## config.mk

```make
export PLATFORM = sky130hd
export DESIGN_NAME = vga_timing_gen
export DESIGN_NICKNAME = d
export VERILOG_FILES = /design/src/rtl/vga_timing_gen.sv
export SDC_FILE = /design/constraint.sdc
export NUM_CORES = 1
export LEC_CHECK = 0
export CAP_MARGIN = 10
export CORE_AREA = 3 3 84 86
export DETAILED_ROUTE_END_ITERATION = 10
export DIE_AREA = 0 0 87 89
export GPL_ROUTABILITY_DRIVEN = 0
export GPL_TIMING_DRIVEN = 1
export HOLD_SLACK_MARGIN = 0.12
export SETUP_SLACK_MARGIN = 0.2
export SYNTH_ARGS = -nofsm -noshare
export SYNTH_HDL_FRONTEND = slang
export SYNTH_SLANG_ARGS = --single-unit
export TNS_END_PERCENT = 30
```

## constraint.sdc

```tcl
create_clock -name clk -period 2.45 [get_ports clk]
set_input_delay 0.49 -clock clk [delete_from_list [all_inputs] [get_ports clk]]
set_output_delay 0.49 -clock clk [all_outputs]
set_load 0.02 [all_outputs]
```

## src/rtl/vga_timing_gen.sv

```systemverilog
// -----------------------------------------------------------------------------
// vga_timing_gen
//
// Raster timing generator for a VGA-style display. An upstream clock divider
// supplies flag_pixel, a flag that toggles at a fixed rate. Each rising edge
// of that flag is one pixel tick. Accepted ticks advance a column/line counter
// pair. Sync, blanking and start-of-line/frame strobes are decoded from the
// counts.
//
// Parameters
//   H_ACTIVE, H_FP, H_SYNC, H_BP : horizontal visible / front porch / sync /
//                                  back porch widths, in pixels
//   V_ACTIVE, V_FP, V_SYNC, V_BP : vertical visible / front porch / sync /
//                                  back porch heights, in lines
//
// Ports
//   clk          : system clock, all logic on the rising edge
//   rst          : synchronous active-high reset
//   enable       : when low, pixel ticks are dropped and the counts hold
//   flag_pixel   : toggling pixel-rate flag from the clock divider
//   h_count      : current pixel column
//   v_count      : current line
//   hsync        : horizontal sync, active low
//   vsync        : vertical sync, active low
//   display_en   : high while (h_count, v_count) is in the visible region
//   line_start   : one-clk strobe when h_count wraps to 0
//   frame_start  : one-clk strobe when both counts wrap to 0
// -----------------------------------------------------------------------------
module vga_timing_gen #(
  parameter int H_ACTIVE = 640,
  parameter int H_FP     = 16,
  parameter int H_SYNC   = 96,
  parameter int H_BP     = 48,
  parameter int V_ACTIVE = 480,
  parameter int V_FP     = 10,
  parameter int V_SYNC   = 2,
  parameter int V_BP     = 33
) (
  input  logic       clk,
  input  logic       rst,
  input  logic       enable,
  input  logic       flag_pixel,
  output logic [9:0] h_count,
  output logic [9:0] v_count,
  output logic       hsync,
  output logic       vsync,
  output logic       display_en,
  output logic       line_start,
  output logic       frame_start
);

  localparam int H_TOTAL      = H_ACTIVE + H_FP + H_SYNC + H_BP;
  localparam int V_TOTAL      = V_ACTIVE + V_FP + V_SYNC + V_BP;
  localparam int H_SYNC_START = H_ACTIVE + H_FP;
  localparam int H_SYNC_END   = H_ACTIVE + H_FP + H_SYNC;
  localparam int V_SYNC_START = V_ACTIVE + V_FP;
  localparam int V_SYNC_END   = V_ACTIVE + V_FP + V_SYNC;

  localparam logic [9:0] H_LAST = 10'(H_TOTAL - 1);
  localparam logic [9:0] V_LAST = 10'(V_TOTAL - 1);

  // Sync level for a given column: low only inside the sync pulse.
  function automatic logic hsync_level(input logic [9:0] h);
    return !((h >= 10'(H_SYNC_START)) && (h < 10'(H_SYNC_END)));
  endfunction

  function automatic logic vsync_level(input logic [9:0] v);
    return !((v >= 10'(V_SYNC_START)) && (v < 10'(V_SYNC_END)));
  endfunction

  function automatic logic visible(input logic [9:0] h, input logic [9:0] v);
    return (h < 10'(H_ACTIVE)) && (v < 10'(V_ACTIVE));
  endfunction

  logic       flag_d;
  logic       tick;
  logic       advance;
  logic       h_wrap;
  logic       v_wrap;
  logic [9:0] h_next;
  logic [9:0] v_next;

  // Stage 0: tick detection and next-count arithmetic
  always_comb begin
    tick    = flag_pixel & ~flag_d;
    advance = tick & enable;
    h_wrap  = (h_count == H_LAST);
    v_wrap  = (v_count == V_LAST);
    h_next  = h_count + 10'd1;
    v_next  = v_count;
    if (h_wrap) begin
      h_next = '0;
      v_next = v_wrap ? '0 : v_count + 10'd1;
    end
  end

  // Stage 1: counts and decoded flags register together, so they never skew.
  // flag_d resets high: a flag already high at reset release is not an edge.
  always_ff @(posedge clk) begin
    if (rst) begin
      flag_d      <= 1'b1;
      h_count     <= '0;
      v_count     <= '0;
      hsync       <= 1'b1;
      vsync       <= 1'b1;
      display_en  <= 1'b1;
      line_start  <= 1'b0;
      frame_start <= 1'b0;
    end else begin
      flag_d      <= flag_pixel;
      line_start  <= 1'b0;
      frame_start <= 1'b0;
      if (advance) begin
        h_count     <= h_next;
        v_count     <= v_next;
        hsync       <= hsync_level(h_next);
        vsync       <= vsync_level(v_next);
        display_en  <= visible(h_next, v_next);
        line_start  <= h_wrap;
        frame_start <= h_wrap & v_wrap;
      end
    end
  end

endmodule

```

==> impl_metrics.yaml <==
outcome:
  outcome: "finished clean"
synth:
  synth-main-ff-cell: "dfxtp_1"
  synth-seq-area-share_pct: 34.0
  synth_edf_count: 0
  synth_fa_ha_area_share_pct: 3.27
  synth-simple-area-share_pct: 35.0
  syn_inst: 196
  synth_mux_area_share_pct: 3.43
  ys_ff_latch: 26
  synth_top_area_share_pct: 34.0
  syn-num-nets: 204
  synth_cell_types: 44
  synth_xor_area_share_pct: 2.29
  synth_compound_area_share_pct: 17.9
  yosysWarningCount: 0
  synth_top_family_by_area: "simple AND/OR/NAND/NOR gates"
  synth_area_leaders: "dfxtp_1 34%, a21oi_1 7.5%, nand2_1 4.9%, nand3_1 4.2%, nor2_1 4.2%"
  synth_area_um2: 1530
  postSynth.asyncResetShare_pct: 0
  synth_area_per_cell_um2: 7.82
  yosys.area.top_type: "dfxtp_1"
floorplanning:
  rows: 29
  die_height_um: 89
  start_util_pct: 24.1
  die_w_um: 87
  io_pins: 29
  coreArea_um2: 6350
  design.die.area_um2: 7740
place:
  port-buffer-count: 28
  place_area_um2: 1950
  hpwl_mm: 3.09
route:
  wl_met1_mm: 2.13
  drcViolationCount: 0
  firstDrtPassIters: 4
  dr_wl_met3_um: 159
  routed-via-count: 1548
  ant_nets: 0
  viasPerCell: 5.08
  drt_iter0_drc: 100
  routed.top_layer: "met4"
  drt_wl_total_mm: 4.29
  wl_per_cell_um: 14.1
  routed-wl-met2_mm: 1.93
clock_network:
  clock-root-buffer: "clkbuf_8"
  insertion_delay_ns: 0.27
  clockBufferDepth: 2
  tritoncts: "built"
  path_clk_slew_ns: 0.09
  numCtsBuffers: 3
  cts_sinks: 26
  postCtsHoldBufs: 0
  htreeDepth: 1
min_path:
  min_delay_worst_endpoint: "v_count[5]"
  hold_path_startpoint: "v_count[5]"
  hold_class: "register to register"
  whs_path_depth: 2
grt:
  grtUsageTotal_pct: 11.5
  antenna_found_initial: 0
  overflow: 0
  grt_pass1_wl_mm: 7.08
  grt_start_max_net_pins: 14
  grt_pass1_vias: 1453
cells_and_area:
  drive_gt1_share_pct: 11.0
  final_cell_mix: "28 x clkdlybuf4s50_1, 24 x dfxtp_1, 23 x a21oi_1"
  design_area_um2: 2000
  antennaDiodeCount: 0
  final_nets: 238
  syn_to_final_growth_pct: 30.3
  mostFrequentLayoutCell: "clkdlybuf4s50_1"
  fillers: 680
timing:
  finalHoldViolations: 0
  fin_setup_tns_ns: 0
  worst_pin_slew_ns: 0.400
  final-setup-viol-count: 0
  fmax_mhz: 451
  period_share_pct: 90.6
  slew_headroom_pct: 73.1
  period_needed_ns: 2.22
  finalMaxSlewViolations: 0
  rsz0062_at_grt: "yes"
  clock_skew_ns: 0.00165
setup_path:
  reg2reg_to: "display_en"
  cp_max_fo: 9
  path_class: "register to register"
  crit_arrival_ns: 2.40
  timing.rr.start: "v_count[6]"
  worstPathRequired_ns: 2.63
  end_kind: "register"
  r2r_cells: 6
  startpoint_type: "register"
  reg2reg_slack_ns: 0.23
power:
  peakVddDrop_uv: 250
  p_leak_nw: 0.711
  power_per_cell_area_nw_per_um2: 358
run:
  maxCapViolCount: 0
## synth_stat cells (all sizes together) (3+ instances only)
master,count
nor3,8
nand4,3
and3,6
nor3b,4
nand2b,3
clkbuf,10
ha,4
dfxtp,26
xor2,3
inv,3
a21oi,23
nand2,21
a211oi,3
nand3,13
nand3b,3
or3,6
mux2i,3
o21ai,8
nor2,17
## report_power, final
| group | switching, W | total (W) | internal, W | leakage [nW] |
|---|---|---|---|---|
| Combinational | 0.0000176 | 0.0000327 | 0.0000152 | 0.478 |
| Clock | 0.000143 | 0.000254 | 0.000111 | 0.0216 |
| Sequential | 0.00000302 | 0.000428 | 0.000425 | 0.211 |
## through the flow
step	setup slack (ns)	std cells	util (%)	total power, W	hold slack (ns)
after floorplan	0.248	196	-	0.000453	0.540
after global placement	0.318	302	30.7	0.000470	0.504
after detailed placement	0.257	302	30.7	0.000471	0.516
after CTS	0.236	305	31.3	0.000727	0.530
after global routing	0.126	305	31.4	0.000749	0.558
final	0.231	305	31.4	0.000714	0.526
## worst max-delay path by stage
stage	start	end	cells after the start
finish	v_count[6]	display_en	6
global route	h_count[0]	vsync	7
CTS	v_count[5]	display_en	6
detailed placement	v_count[5]	display_en	6
floorplan	v_count[5]	display_en	7
global placement	v_count[5]	display_en	6
## registers in the layout (all words and copies together), names as in the netlist
register     flops
h_count         10
flag_d           1
hsync            1
line_start       1
vsync            1
v_count         10
display_en       1
frame_start      1
## per-layer routing
metal | global-route usage (%) | vias up
met3 | 2.21 | 8
met1 | 15.9 | 729
li1 | - | 777
met2 | 17.4 | 34
met4 | 4.67 | 0
met5 | 0 | -
## kinds of logic after synthesis
group | Yosys count
buffers and inverters | 14
adders and majority gates | 4
muxes | 5
AOI/OAI and AO/OA | 44
xor gates and xnor gates | 4
and+or+nand+nor | 99
DFF | 26
## layout make-up
cell class	instances	area, um^2	share of cell area, %
multi-input cells	156	955	47.8
flip-flops and latches	26	523	26.2
repair buffers	40	370	18.5
well taps	77	96.3	4.82
clock buffers	3	41.3	2.07
inverters	3	11.3	0.564
## repair_timing
item / CTS / global route
resized for setup: 0 / 1
endpoints found under the setup margin: 0 / 4
setup buffers: 0 / 0
hold endpoints to repair: 0 / 0
## worst max-delay path: stages, from the launching register on
cell and delay, ns:
dfxtp_2 0.38, or4_4 0.53, or3_1 0.43, o21ai_4 0.09, nand2_2 0.07, a211o_1 0.31, o41ai_2 0.32
Note: power is estimated with default switching activity, not from simulation.
